### src/rtl/rrf_commit_ctrl_pkg.sv
// Shared types and sizing for the RRF retirement controller.
// No logic; widths, FSM encodings and the ROB-head commit record.
// Backpressure: n/a.
package rrf_commit_ctrl_pkg;

  localparam int PHYS_BITS      = 6;
  localparam int ARCH_BITS      = 5;
  localparam int ARCH_COUNT     = 1 << ARCH_BITS;
  localparam int NSIZE          = 2;
  localparam int RESTORE_LANES  = 8;
  localparam int RESTORE_CHUNKS = ARCH_COUNT / RESTORE_LANES;
  localparam int CNT_BITS       = (RESTORE_CHUNKS > 1) ? $clog2(RESTORE_CHUNKS) : 1;
  localparam int FL_BITS        = $clog2(NSIZE + 1);

  typedef logic [ARCH_BITS-1:0] arch_t;
  typedef logic [PHYS_BITS-1:0] phys_t;

  typedef logic [1:0] state_t;
  localparam state_t ST_RUN     = 2'd0;
  localparam state_t ST_FLUSH   = 2'd1;
  localparam state_t ST_RESTORE = 2'd2;

  typedef struct packed {
    logic  valid;
    logic  ready;
    logic  we;
    logic  mispredict;
    arch_t rd;
    phys_t pd;
  } rob_head_t;

  // x0 is hardwired, so a write to it never displaces a physical register.
  function automatic logic head_frees(rob_head_t h);
    return h.we && (h.rd != '0);
  endfunction

endpackage

### src/rtl/rrf_commit_ctrl_if.sv
// ROB head / RRF / free-list / RAT-restore bundle around the commit controller.
// No logic; master is the controller side.
// Backpressure: free-list space is the only throttle on retirement.
interface rrf_commit_ctrl_if import rrf_commit_ctrl_pkg::*; ();

  logic [NSIZE-1:0]   rob_head_valid;
  logic [NSIZE-1:0]   rob_head_ready;
  logic [NSIZE-1:0]   rob_head_we;
  logic [NSIZE-1:0]   rob_head_mispredict;
  arch_t              rob_head_rd [NSIZE];
  phys_t              rob_head_pd [NSIZE];
  logic [NSIZE-1:0]   rob_dequeue;

  arch_t              alias_rd [NSIZE];
  phys_t              alias_pd [NSIZE];
  logic [NSIZE-1:0]   alias_regf_we;
  phys_t              alias_pd_old [NSIZE];
  phys_t              alias_mem [ARCH_COUNT];

  logic [NSIZE-1:0]   fl_push;
  phys_t              fl_push_pd [NSIZE];
  logic [FL_BITS-1:0] fl_space;

  logic               flush;
  logic               rat_restore_we;
  arch_t              rat_restore_base;
  phys_t              rat_restore_pd [RESTORE_LANES];
  logic               stall_rename;

  modport master (
    input  rob_head_valid, rob_head_ready, rob_head_we, rob_head_mispredict,
    input  rob_head_rd, rob_head_pd, alias_pd_old, alias_mem, fl_space,
    output rob_dequeue, alias_rd, alias_pd, alias_regf_we, fl_push, fl_push_pd,
    output flush, rat_restore_we, rat_restore_base, rat_restore_pd, stall_rename
  );

  modport slave (
    output rob_head_valid, rob_head_ready, rob_head_we, rob_head_mispredict,
    output rob_head_rd, rob_head_pd, alias_pd_old, alias_mem, fl_space,
    input  rob_dequeue, alias_rd, alias_pd, alias_regf_we, fl_push, fl_push_pd,
    input  flush, rat_restore_we, rat_restore_base, rat_restore_pd, stall_rename
  );

endinterface

### src/rtl/rrf_commit_ctrl_restore_seq.sv
// Chunked RRF -> speculative RAT copy, RESTORE_LANES entries per cycle.
// Starts the cycle after start; done flags the last chunk, RESTORE_CHUNKS cycles later.
// Backpressure: none; the copy always runs to completion unless reset.
module rrf_restore_seq import rrf_commit_ctrl_pkg::*; (
  input  logic  clk,
  input  logic  rst,
  input  logic  start,
  input  phys_t alias_mem [ARCH_COUNT],
  output logic  done,
  output logic  restore_we,
  output arch_t restore_base,
  output phys_t restore_pd [RESTORE_LANES]
);

  logic                busy;
  logic                active;
  logic                last;
  logic [CNT_BITS-1:0] cnt;

  assign last   = (cnt == CNT_BITS'(RESTORE_CHUNKS - 1));
  assign active = busy && !rst;

  always_ff @(posedge clk) begin
    if (rst) begin
      busy <= 1'b0;
      cnt  <= '0;
    end else if (start) begin
      busy <= 1'b1;
      cnt  <= '0;
    end else if (busy) begin
      if (last) begin
        busy <= 1'b0;
        cnt  <= '0;
      end else begin
        cnt <= cnt + 1'b1;
      end
    end
  end

  assign done         = active && last;
  assign restore_we   = active;
  assign restore_base = active ? ARCH_BITS'(cnt) * ARCH_BITS'(RESTORE_LANES) : '0;

  for (genvar k = 0; k < RESTORE_LANES; k++) begin : g_chunk
    assign restore_pd[k] = active ? alias_mem[restore_base + ARCH_BITS'(k)] : '0;
  end

endmodule

### src/rtl/rrf_commit_ctrl.sv
// In-order retirement of up to NSIZE ROB heads into the RRF, with mispredict squash + RAT restore.
// Commit is combinational (same cycle); flush at C+1, restore C+2..C+1+RESTORE_CHUNKS.
// Backpressure: retirement stops at the first lane whose free-list return would exceed fl_space.
module rrf_commit_ctrl import rrf_commit_ctrl_pkg::*; (
  input  logic               clk,
  input  logic               rst,
  rrf_commit_ctrl_if.master  rif
);

  state_t             state;
  state_t             state_nxt;
  rob_head_t          head [NSIZE];
  logic [NSIZE-1:0]   retire;
  logic [NSIZE-1:0]   frees;
  logic               mis_retire;
  logic               open;
  logic [FL_BITS-1:0] used;
  logic [FL_BITS-1:0] used_nxt;
  logic               restore_done;

  for (genvar i = 0; i < NSIZE; i++) begin : g_head
    assign head[i] = '{valid:      rif.rob_head_valid[i],
                       ready:      rif.rob_head_ready[i],
                       we:         rif.rob_head_we[i],
                       mispredict: rif.rob_head_mispredict[i],
                       rd:         rif.rob_head_rd[i],
                       pd:         rif.rob_head_pd[i]};
  end

  // Lanes retire as a contiguous prefix; a retiring mispredict closes the window behind it.
  always_comb begin
    retire     = '0;
    frees      = '0;
    mis_retire = 1'b0;
    used       = '0;
    used_nxt   = '0;
    open       = (state == ST_RUN) && !rst;
    for (int i = 0; i < NSIZE; i++) begin
      used_nxt = used + FL_BITS'(head_frees(head[i]));
      if (open && head[i].valid && head[i].ready && (used_nxt <= rif.fl_space)) begin
        retire[i] = 1'b1;
        frees[i]  = head_frees(head[i]);
        used      = used_nxt;
        if (head[i].mispredict) begin
          mis_retire = 1'b1;
          open       = 1'b0;
        end
      end else begin
        open = 1'b0;
      end
    end
  end

  assign rif.rob_dequeue   = retire;
  assign rif.alias_regf_we = frees;
  assign rif.fl_push       = frees;

  for (genvar i = 0; i < NSIZE; i++) begin : g_lane
    assign rif.alias_rd[i]   = frees[i] ? head[i].rd : '0;
    assign rif.alias_pd[i]   = frees[i] ? head[i].pd : '0;
    assign rif.fl_push_pd[i] = frees[i] ? rif.alias_pd_old[i] : '0;
  end

  always_comb begin
    state_nxt = state;
    case (state)
      ST_RUN:     if (mis_retire) state_nxt = ST_FLUSH;
      ST_FLUSH:   state_nxt = ST_RESTORE;
      ST_RESTORE: if (restore_done) state_nxt = ST_RUN;
      default:    state_nxt = ST_RUN;
    endcase
  end

  always_ff @(posedge clk) begin
    if (rst) state <= ST_RUN;
    else     state <= state_nxt;
  end

  assign rif.flush        = !rst && (state == ST_FLUSH);
  assign rif.stall_rename = !rst && ((state == ST_FLUSH) || (state == ST_RESTORE));

  rrf_restore_seq u_restore_seq (
    .clk          (clk),
    .rst          (rst),
    .start        (rif.flush),
    .alias_mem    (rif.alias_mem),
    .done         (restore_done),
    .restore_we   (rif.rat_restore_we),
    .restore_base (rif.rat_restore_base),
    .restore_pd   (rif.rat_restore_pd)
  );

endmodule

### src/flat_wrapper.sv
// flat-port wrapper written by rule: the top's interface ports become plain ports
module rrf_commit_ctrl_flat import rrf_commit_ctrl_pkg::*;
  (clk, rst, rif_rob_head_valid, rif_rob_head_ready, rif_rob_head_we, rif_rob_head_mispredict, rif_rob_head_rd, rif_rob_head_pd, rif_alias_pd_old, rif_alias_mem, rif_fl_space, rif_rob_dequeue, rif_alias_rd, rif_alias_pd, rif_alias_regf_we, rif_fl_push, rif_fl_push_pd, rif_flush, rif_rat_restore_we, rif_rat_restore_base, rif_rat_restore_pd, rif_stall_rename);
  rrf_commit_ctrl_if rif_i ();
  input  logic clk;
  input  logic rst;
  input wire logic [$bits(rif_i.rob_head_valid)-1:0] rif_rob_head_valid;
  input wire logic [$bits(rif_i.rob_head_ready)-1:0] rif_rob_head_ready;
  input wire logic [$bits(rif_i.rob_head_we)-1:0] rif_rob_head_we;
  input wire logic [$bits(rif_i.rob_head_mispredict)-1:0] rif_rob_head_mispredict;
  input wire logic [$bits(rif_i.rob_head_rd)-1:0] rif_rob_head_rd;
  input wire logic [$bits(rif_i.rob_head_pd)-1:0] rif_rob_head_pd;
  input wire logic [$bits(rif_i.alias_pd_old)-1:0] rif_alias_pd_old;
  input wire logic [$bits(rif_i.alias_mem)-1:0] rif_alias_mem;
  input wire logic [$bits(rif_i.fl_space)-1:0] rif_fl_space;
  output wire logic [$bits(rif_i.rob_dequeue)-1:0] rif_rob_dequeue;
  output wire logic [$bits(rif_i.alias_rd)-1:0] rif_alias_rd;
  output wire logic [$bits(rif_i.alias_pd)-1:0] rif_alias_pd;
  output wire logic [$bits(rif_i.alias_regf_we)-1:0] rif_alias_regf_we;
  output wire logic [$bits(rif_i.fl_push)-1:0] rif_fl_push;
  output wire logic [$bits(rif_i.fl_push_pd)-1:0] rif_fl_push_pd;
  output wire logic [$bits(rif_i.flush)-1:0] rif_flush;
  output wire logic [$bits(rif_i.rat_restore_we)-1:0] rif_rat_restore_we;
  output wire logic [$bits(rif_i.rat_restore_base)-1:0] rif_rat_restore_base;
  output wire logic [$bits(rif_i.rat_restore_pd)-1:0] rif_rat_restore_pd;
  output wire logic [$bits(rif_i.stall_rename)-1:0] rif_stall_rename;
  assign rif_i.rob_head_valid = rif_rob_head_valid;
  assign rif_i.rob_head_ready = rif_rob_head_ready;
  assign rif_i.rob_head_we = rif_rob_head_we;
  assign rif_i.rob_head_mispredict = rif_rob_head_mispredict;
  assign rif_i.rob_head_rd = {>>{rif_rob_head_rd}};
  assign rif_i.rob_head_pd = {>>{rif_rob_head_pd}};
  assign rif_i.alias_pd_old = {>>{rif_alias_pd_old}};
  assign rif_i.alias_mem = {>>{rif_alias_mem}};
  assign rif_i.fl_space = rif_fl_space;
  assign rif_rob_dequeue = rif_i.rob_dequeue;
  assign rif_alias_rd = {>>{rif_i.alias_rd}};
  assign rif_alias_pd = {>>{rif_i.alias_pd}};
  assign rif_alias_regf_we = rif_i.alias_regf_we;
  assign rif_fl_push = rif_i.fl_push;
  assign rif_fl_push_pd = {>>{rif_i.fl_push_pd}};
  assign rif_flush = rif_i.flush;
  assign rif_rat_restore_we = rif_i.rat_restore_we;
  assign rif_rat_restore_base = rif_i.rat_restore_base;
  assign rif_rat_restore_pd = {>>{rif_i.rat_restore_pd}};
  assign rif_stall_rename = rif_i.stall_rename;
  rrf_commit_ctrl u_core (.clk(clk), .rst(rst), .rif(rif_i));
endmodule
### config.mk
export PLATFORM = sky130hd
export DESIGN_NAME = rrf_commit_ctrl_flat
export DESIGN_NICKNAME = d
export VERILOG_FILES = /design/src/rtl/rrf_commit_ctrl_pkg.sv /design/src/rtl/rrf_commit_ctrl_if.sv /design/src/rtl/rrf_commit_ctrl_restore_seq.sv /design/src/rtl/rrf_commit_ctrl.sv /design/src/flat_wrapper.sv
export SDC_FILE = /design/constraint.sdc
export NUM_CORES = 1
export LEC_CHECK = 0
export CAP_MARGIN = 5
export CORE_AREA = 2 2 128 130
export CTS_BUF_LIST = sky130_fd_sc_hd__clkbuf_4 sky130_fd_sc_hd__clkbuf_8
export DETAILED_ROUTE_END_ITERATION = 8
export DIE_AREA = 0 0 130 132
export PLACE_DENSITY_LB_ADDON = 0.05
export SETUP_SLACK_MARGIN = 0.05
export SLEW_MARGIN = 10
export SYNTH_ARGS = -nofsm -noshare
export SYNTH_HDL_FRONTEND = slang
export SYNTH_SLANG_ARGS = --single-unit
### constraint.sdc
create_clock -name clk -period 13.96 [get_ports clk]
set_input_delay 2.094 -clock clk [delete_from_list [all_inputs] [get_ports clk]]
set_output_delay 2.094 -clock clk [all_outputs]
set_load 0.01 [all_outputs]
---- Word-level counts from Yosys, hierarchy flattened ----
Cells that the tools add are included.
storage, ports and cells
  flip-flop bits (word level) ............. 5
  bits in latches ......................... 0
  bits in writable memories ............... 0
  bits in read-only memories .............. 0
  input bits .............................. 238
  logic and storage cells ................. 112
  memories ................................ 0
operators by class
  add/sub/neg operators ................... 9
  multiply operators ...................... 0
  divide/modulo/power cells ............... 0
  order comparisons ....................... 10
  eq/ne operators ......................... 5
  shifts and indexed selects .............. 0
  muxes and demuxes ....................... 57
  bitwise logic cells ..................... 8
  reductions and logical operators ........ 20
operators with widths
  operator               number
  $bmux W6 S5            8
  $mux W6                28
  $ge A6 B6 Y1 const B   8
  $not A5 Y6             8
  $add A5 B3 Y5 const B  4
  $mux W5                3
  $mux W1                14
  $logic_and A1 B1 Y1    13
  $add A5 B2 Y5 const B  2
  $reduce_bool A5 Y1     2
  $mux W2                3
  $pmux W2 S3            1
  $add A5 B1 Y5 const B  1
  $eq A2 B2 Y1 const B   2
  $ne A2 B1 Y1 const B   2
  $add A1 B1 Y2          1
  $add A2 B1 Y2 const B  1
  $eq A2 B1 Y1 const B   1
  $le A1 B2 Y1           1
  $le A2 B2 Y1           1
  $logic_not A2 Y1       1
  $reduce_and A2 Y1      1
  $reduce_or A2 Y1       1
  $logic_not A1 Y1       1
  $logic_or A1 B1 Y1     1

---- Longest topological paths before layout ----
Gate-level depths: netlist of the first run.
  word-level depth ........................ 12
  mapped depth ............................ 17
  mapped depth without buffers ............ 15

---- Cells and area by module ----
From an unflattened synthesis of the first run, not the netlist that was laid out.
unflattened totals
  cell total of the unflattened synthesis .. 268
  area total of the unflattened synthesis .. 2358.5 um^2
by module, submodules not included
  module           instances  cells an instance  area an instance (um^2)
  rrf_restore_seq  1          187                1702.9
  rrf_commit_ctrl  1          81                 655.6

---- Worst setup path before layout of the first run ----
Ideal clock, no wire load.
  kind .................................... input to output
  start ................................... input port rif_rob_head_rd[5]
  end ..................................... output port rif_alias_pd[0]
  data arrival time ....................... 5.323 ns
  setup slack ............................. 6.543 ns
  cell stages on the path ................. 16
  path buffers ............................ 2
  path through ............................ or4_1 > o21ai_1 > ha_1 > nor3_1 > nor3_1 > nand2_1 > nor2_2 > buf_6 > ha_1 > ha_1 > nor2b_1 > o21ai_0 > nand3_1 > nor4_4 > buf_2 > and2_1
between the ends
  word-level cells in the longest chain between the ends .. 10
  elaborated cells on any way between the ends .. 13
ends and longest elaborated chain
  item                                                  RTL line                                      RTL
  start: declaration                                    flat_wrapper.sv:11                            input wire logic [$bits(rif_i.rob_head_rd)-1:0] rif_rob_head_rd;
  $reduce_bool A5 Y1 *                                  rrf_commit_ctrl_pkg.sv:34                     return h.we && (h.rd != '0);
  $logic_and A1 B1 Y1 *                                 rrf_commit_ctrl_pkg.sv:34
  $le A1 B2 Y1                                          rrf_commit_ctrl.sv:40                         if (open && head[i].valid && head[i].ready && (used_nxt <= rif.fl_space)) begin
  $logic_and A1 B1 Y1                                   rrf_commit_ctrl.sv:40
  $mux W1                                               rrf_commit_ctrl.sv:40
  $add A1 B1 Y2 or $logic_and A1 B1 Y1 (tied branches)  rrf_commit_ctrl.sv:39, rrf_commit_ctrl.sv:40
  $le A2 B2 Y1 or $logic_and A1 B1 Y1 (tied branches)   rrf_commit_ctrl.sv:40
  $logic_and A1 B1 Y1 *                                 rrf_commit_ctrl.sv:40
  $mux W1 *                                             rrf_commit_ctrl.sv:40
  named net rif_alias_regf_we[1]                        flat_wrapper.sv:19                            output wire logic [$bits(rif_i.alias_regf_we)-1:0] rif_alias_regf_we;
  $mux W6 *                                             rrf_commit_ctrl.sv:60                         assign rif.alias_pd[i] = frees[i] ? head[i].pd : '0;
  end: declaration                                      flat_wrapper.sv:18                            output wire logic [$bits(rif_i.alias_pd)-1:0] rif_alias_pd;
The timed path passes the listed nets; every way through them passes the cells marked *.

---- Final worst setup path of the first run ----
  start ................................... input port rif_rob_head_rd[5]
  end ..................................... output port rif_alias_pd[4]
between the ends
  word-level cells in the longest chain between the ends .. 10
  elaborated cells on any way between the ends .. 13
ends and longest elaborated chain
  item                                                  RTL line
  $reduce_bool A5 Y1 *                                  rrf_commit_ctrl_pkg.sv:34
  $logic_and A1 B1 Y1 *                                 rrf_commit_ctrl_pkg.sv:34
  $le A1 B2 Y1                                          rrf_commit_ctrl.sv:40
  $logic_and A1 B1 Y1                                   rrf_commit_ctrl.sv:40
  $mux W1                                               rrf_commit_ctrl.sv:40
  $add A1 B1 Y2 or $logic_and A1 B1 Y1 (tied branches)  rrf_commit_ctrl.sv:39, rrf_commit_ctrl.sv:40
  $le A2 B2 Y1 or $logic_and A1 B1 Y1 (tied branches)   rrf_commit_ctrl.sv:40
  $logic_and A1 B1 Y1 *                                 rrf_commit_ctrl.sv:40
  $mux W1 *                                             rrf_commit_ctrl.sv:40
  $mux W6 *                                             rrf_commit_ctrl.sv:60
Mark *: on every way between the ends. The rest lies on a longest branch, timed or not.

==> run metrics, run 1 <==
Worst Setup Slack post-DPL 5123 ps; synth warn 0; CP top delay family simple AND/OR/NAND/NOR gates; clk_skew 0.7878 ps; placed wire-length estimate 11.20 mm; clock sink count 5; Synth top cells by count and2_1, mux4_2, clkbuf_1; Worst setup SP type input pin; CTS max path bufs 2; Final period util 0.6266; Initial DRC Count 64; CP bufs+invs 2; critical path type in2out; Root Buffer clkbuf_8; initial antenna violation count 0; routed wire length 13.25 mm; Hold Fails Final Rpt 0; synth top area cells mux4_2, and2_1, ha_1; Rows 46; area grow syn2layout 158.2%; DR WL/cell 17.81 um; Post-synth ARST share 0; Vias 2,986; slowest stage delay, CP 550 ps; Tot Pwr 0.1962 mW; DRC 0; Hold Buf Count CTS 0; Lkg Pwr 1.990 nW; CTS tree done; area share of the largest cell type after synthesis 0.4857; number of global-route vias before repair 3,112; setup TNS 0 ps; initial cell density of the core 0.1417; die height 132 um; share of layout cells above drive strength 1 0.1174; Worst Hold Class reg2reg; Routed Antenna Nets 0; Placed Area 5699 um^2; die area 17,160 um^2; H-tree levels 1; synthesized cell area 2226 um^2; dpl cells 740; final worst path period need 8748 ps; post-cts resize count 0; final setup vio count 0; GP Congestion 0.7885; post-synthesis adder-cell area fraction 0.05059; sequential share of the synthesized area 0.04497; PD cells 34.14 nW/um^2; first-pass GRT wire length 18.89 mm; Slew Viols, Final 0; design area 5748 um^2; Core ar. 15,710 um^2; port buffer count 330; CTS Buf Count 3; slowest stage cell, crit path nor4_4; Cell Chain, Critical Path clkdlybuf4s50_1 > or4_1 > o21ai_1 > ha_1 > nor3_1 > nor3_1 > nand2_1 > nor2_2 > ha_1 > ha_1 > nor2b_1 > o21ai_0 > nand3_1 > nor4_4 > and2_1 > clkdlybuf4s50_1; crit end category output port; Post-synth EDFFs 0; Post-Route Utilization 0.3658; slack of the critical path 5212 ps; Tot GR Track Use 0.1440; synthesized netlist cell count 215; most used cell, CP ha_1; Avg Inst Size Synth 10.35 um^2; total overflow reported by the global router 0; main combinational cell family by area after synthesis multiplexers; Nets 776; setup repair after global routing missed its margin no; simple-gate share of the synthesized area 0.3058; fmax 0.1143 GHz; Max Cap Violations 0; Fin Hold WS 514.6 ps; Worst-Margin Slew 1023 ps; Post-Synth XOR/XNOR Area 0; post-synthesis compound-gate area fraction 0.02305; Skew-Pair Late Insertion Delay 220 ps; Yosys reg bits 5; VDD IR max 0.00003192 V; most common flop cell mapped by yosys dfxtp_1; outcome completed; most numerous cell in the Yosys netlist and2_1; I/O pin count 334; Die W 130 um; drt first pass iters 4; Max FO, Critical Path 20; Unique masters post-synth 30; clk slew on worst S/H paths 30 ps; relative slew slack 0.3181; Finished Layout Cells 744; Ant. Diodes 0; worst path required time 11,870 ps; post-CTS setup repair buffer count 0; CP Data Arrival Time 6650 ps; mux contribution to synthesized area 0.4997; largest net degree at the start of global routing 53; average vias per placed instance 4.013; area leader, netlist mux4_2
per-layer routing:
| metal | share of wire | track usage | vias up |
|---|---|---|---|
| met5 | 0 | 0 | - |
| met1 | 0.34 | 0.1418 | 1370 |
| met2 | 0.53 | 0.2839 | 195 |
| met3 | 0.13 | 0.06047 | 4 |
| met4 | 0.0051 | 0.01434 | 0 |
| li1 | - | - | 1417 |
area by class of cell:
| cell class | count | area [um^2] |
|---|---|---|
| sequential | 5 | 105.1 |
| fill | 1571 | 9965 |
| multi-input combinational | 179 | 1976 |
| timing repair buffer | 332 | 3318 |
| clock buffer | 4 | 48.80 |
| tap | 216 | 270.3 |
| inverter | 8 | 30.03 |
cell usage in the layout, fill, tap and decap left out:
cell type	Yosys	final
or4_1	2	2
dfxtp_1	5	3
nor3_1	6	6
clkdlybuf4s50_1	0	330
buf_4	5	2
nand2_1	3	3
dfxtp_4	0	1
inv_1	8	8
nand2b_1	2	2
mux2i_1	2	2
o21ai_2	1	1
mux4_2	48	48
or3_4	1	1
a21boi_0	1	1
nand3_1	1	1
conb_1	1	3
o21ai_1	1	1
mux2_1	1	1
nor2b_1	4	4
nor2_4	0	1
nor2_1	3	2
o21ai_0	1	1
clkbuf_4	0	1
nand4_1	1	1
a221oi_2	1	1
and2_1	84	84
dfxtp_2	0	1
ha_1	9	9
nor2_2	1	1
nor4_4	1	1
a21oi_1	2	2
clkbuf_8	0	3
report_power, final:
part	internal [mW]	switching (mW)	total [mW]
Clock	0.0215	0.00681	0.0283
Combinational	0.107	0.0329	0.140
Sequential	0.0159	0.0117	0.0276
Total	0.145	0.0514	0.196
path summary, 6_finish.rpt:
check                          startpoint                      endpoint  slack [ps]  cells after the start
max reg2reg  u_core.state[1]$_SDFFE_PP0P_  u_core.state[1]$_SDFFE_PP0P_       10830                     11
max                    rif_rob_head_rd[5]               rif_alias_pd[4]        5210                     16
min          u_core.state[0]$_SDFFE_PP0P_  u_core.state[0]$_SDFFE_PP0P_         510                      2
min reg2reg  u_core.state[0]$_SDFFE_PP0P_  u_core.state[0]$_SDFFE_PP0P_         510                      2
logic make-up (layout without fill, tap and decap cells):
family,after synthesis,after routing
buffers and inverters,33,344
flip-flops,5,5
other,1,3
adder cells (fa/ha/maj),9,9
multiplexers,51,51
AND/OR/NAND/NOR,109,109
AO/OA/AOI/OAI,7,7
state kept, by name (all words and copies together), names as in the netlist:
register / flops
u_core.u_restore_seq.busy: 1
u_core.u_restore_seq.cnt: 2
u_core.state: 2
tightest hold or removal path, cell delays in order (launching register included):
cell and delay (ps):
dfxtp_1 320, nand2b_1 80, mux2i_1 60
No activity file was read; power rests on OpenSTA's default activity.
==> inputs of run 2 (changes only) <==
--- a/config.mk
+++ b/config.mk
@@ -6,10 +6,10 @@
 export NUM_CORES = 1
 export LEC_CHECK = 0
 export CAP_MARGIN = 5
-export CORE_AREA = 2 2 128 130
+export CORE_AREA = 2 2 131 133
 export CTS_BUF_LIST = sky130_fd_sc_hd__clkbuf_4 sky130_fd_sc_hd__clkbuf_8
 export DETAILED_ROUTE_END_ITERATION = 8
-export DIE_AREA = 0 0 130 132
+export DIE_AREA = 0 0 133 135
 export PLACE_DENSITY_LB_ADDON = 0.05
 export SETUP_SLACK_MARGIN = 0.05
 export SLEW_MARGIN = 10
==> constraint.sdc (replaced) <==
create_clock -name clk -period 8 [get_ports clk]
set_input_delay 1.2 -clock clk [delete_from_list [all_inputs] [get_ports clk]]
set_output_delay 1.2 -clock clk [all_outputs]
set_load 0.01 [all_outputs]
==> run 2 against run 1 <==
Sequential cell count is the same; hold slack lost 2.8 ps; via count shrank 0.54%; non-clock buffer count increased by 1; count of clock-buffer cells in the layout did not move; core utilization down 1.5 points; register-to-register slack worse by 5900 ps; clock skew hardly changed; power rose by 75%; final area up 0.13%; global-route usage fell by 0.089 points; critical endpoint is now rif_fl_push_pd[5].
==> run metrics, run 2 (synthesis gave the netlist of run 1 again) <==
outcome completed; Lkg Pwr 1.995 nW (+0.25%); Filler Cells Inserted 1,642 (+4.5%); clk_skew 0.5446 ps (-0.2432 ps); Max Cap Violations 0 (unchanged); post-CTS setup repair buffer count 0 (unchanged); area grow syn2layout 158.6%; drt first pass iters 4 (unchanged); Rows 47 (+2.2%); commonest non-fill, non-tap cell in the layout clkdlybuf4s50_1; Largest regs u_core.state (2), u_core.u_restore_seq.cnt (2), u_core.u_restore_seq.busy (1); setup TNS 0 ps (unchanged); hold depth 2 (unchanged); Worst R2R Setup Slack 4930 ps (-5900 ps); Worst setup SP type input pin; CTS Buf Count 3 (unchanged); final setup vio count 0 (unchanged); number of global-route vias before repair 3,294 (+5.8%); fmax 0.1451 GHz; clock sink count 5 (unchanged); initial antenna violation count 0 (unchanged); Worst Hold Class reg2reg; port buffer count 330 (unchanged); r2r worst-path depth 11 (unchanged); CP startpoint rif_rob_head_rd[8]; VDD IR max 0.00002841 V (-11%); I/O pin count 334 (unchanged); Max FO, Critical Path 20 (unchanged); CTS tree done; Final period util 0.8613; first-pass GRT wire length 19.79 mm (+4.8%); commonest cells after routing, fill and taps aside clkdlybuf4s50_1, and2_1, mux4_2; largest net degree at the start of global routing 53 (unchanged); H-tree levels 1 (unchanged); Die W 133 um (+2.3%); Worst Setup Slack post-DPL 995.6 ps (-4127 ps); die area 17,960 um^2 (+4.6%); Hold Path End u_core.state[0]$_SDFFE_PP0P_; Root Buffer clkbuf_8; Routed Antenna Nets 0 (unchanged); relative slew slack 0.5205 (+0.2024); Ant. Diodes 0 (unchanged); Worst-Margin Slew 719.2 ps (-303.6 ps); average vias per placed instance 3.965 (-1.2%); FF-to-FF End u_core.state[1]$_SDFFE_PP0P_; routed wire length 13.38 mm (+1.0%); Hold Buf Count CTS 0 (unchanged); Skew-Pair Late Insertion Delay 220 ps (about the same); CP Data Arrival Time 5690 ps (-960 ps); critical path type in2out; Hold Fails Final Rpt 0 (unchanged); post-cts resize count 0 (unchanged); Tot GR Track Use 0.1431 (-0.0008876); setup repair after global routing missed its margin no; die height 135 um (+2.3%); slack of the critical path 1110 ps (-4103 ps); clk slew on worst S/H paths 30 ps (about the same); Slew Viols, Final 0 (unchanged); worst hold start u_core.state[0]$_SDFFE_PP0P_; initial cell density of the core 0.1357 (-0.005996); DR WL/cell 17.87 um (+0.32%); placed wire-length estimate 11.14 mm (-0.49%); Vias 2,970 (-0.54%); final worst path period need 6890 ps; total overflow reported by the global router 0 (unchanged); GP Congestion 0.7953 (+0.86%); Tot Pwr 0.3441 mW (+75%); PD cells 59.79 nW/um^2 (+75%); DRC 0 (unchanged); CTS max path bufs 2 (unchanged); Nets 777 (+0.13%); Core ar. 16,410 um^2 (+4.4%); share of layout cells above drive strength 1 0.1191 (+0.001668); crit end category output port; Initial DRC Count 76 (+19%); worst path required time 6800 ps (-5070 ps); Worst R2R Start u_core.state[0]$_SDFFE_PP0P_
## run 2: cell types whose count changed in the layout (fill, tap and decap cells not counted), sizes merged
cell	previous run	this run
buf	2	3
## run 2: worst max path at each step
stage                                   end  slack (ps)  depth (start not counted)
after floorplan             rif_alias_pd[0]        2370                         16
after global placement      rif_alias_rd[0]        1110                         16
after detailed placement  rif_fl_push_pd[5]        1000                         16
after CTS                 rif_fl_push_pd[5]         970                         16
after global routing      rif_fl_push_pd[5]         550                         16
final                     rif_fl_push_pd[5]        1110                         16
## run 2: final cells by class
class | count | area, um^2 | area share
inverters | 8 | 30.03 | 0.005217
clock buffers | 4 | 48.80 | 0.008478
multi-input cells | 179 | 1971 | 0.3424
well taps | 220 | 275.3 | 0.04783
repair buffers | 333 | 3326 | 0.5778
flip-flops and latches | 5 | 105.1 | 0.01826
## run 2: power breakdown
group          internal [mW]  leakage [nW]  switching [mW]
sequential            0.0277        0.0419          0.0108
combinational          0.188          1.93          0.0678
clock                 0.0376        0.0262          0.0124
## run 2: through the flow
step                      cells  instance area (um^2)  utilization  hold slack [ps]
final                       749                  5756       0.3508            511.7
after floorplan             217                  2233            -            465.3
after global placement      745                  5707       0.3478            483.1
after global routing        749                  5756       0.3508            556.4
after CTS                   749                  5756       0.3508            504.6
after detailed placement    745                  5707       0.3478            498.6
## run 2: worst max-delay path, cell delays in order
cell and delay, ps:
clkdlybuf4s50_1 420, or4_1 510, o21ai_1 230, ha_1 190, nor3_1 50, nor3_1 160, nand2_1 170, nor2_2 470
ha_1 240, ha_1 230, nor2b_1 130, o21ai_0 210, nand3_1 180, nor4_4 540, and2_1 230, clkdlybuf4s50_1 540
## run 2: routing by layer
metal,global-route usage,vias up,wire [um]
met2,0.2930,174,7395
met4,0.01254,0,39
li1,-,1417,-
met5,0,-,0
met3,0.04167,4,1262
met1,0.1477,1375,4684
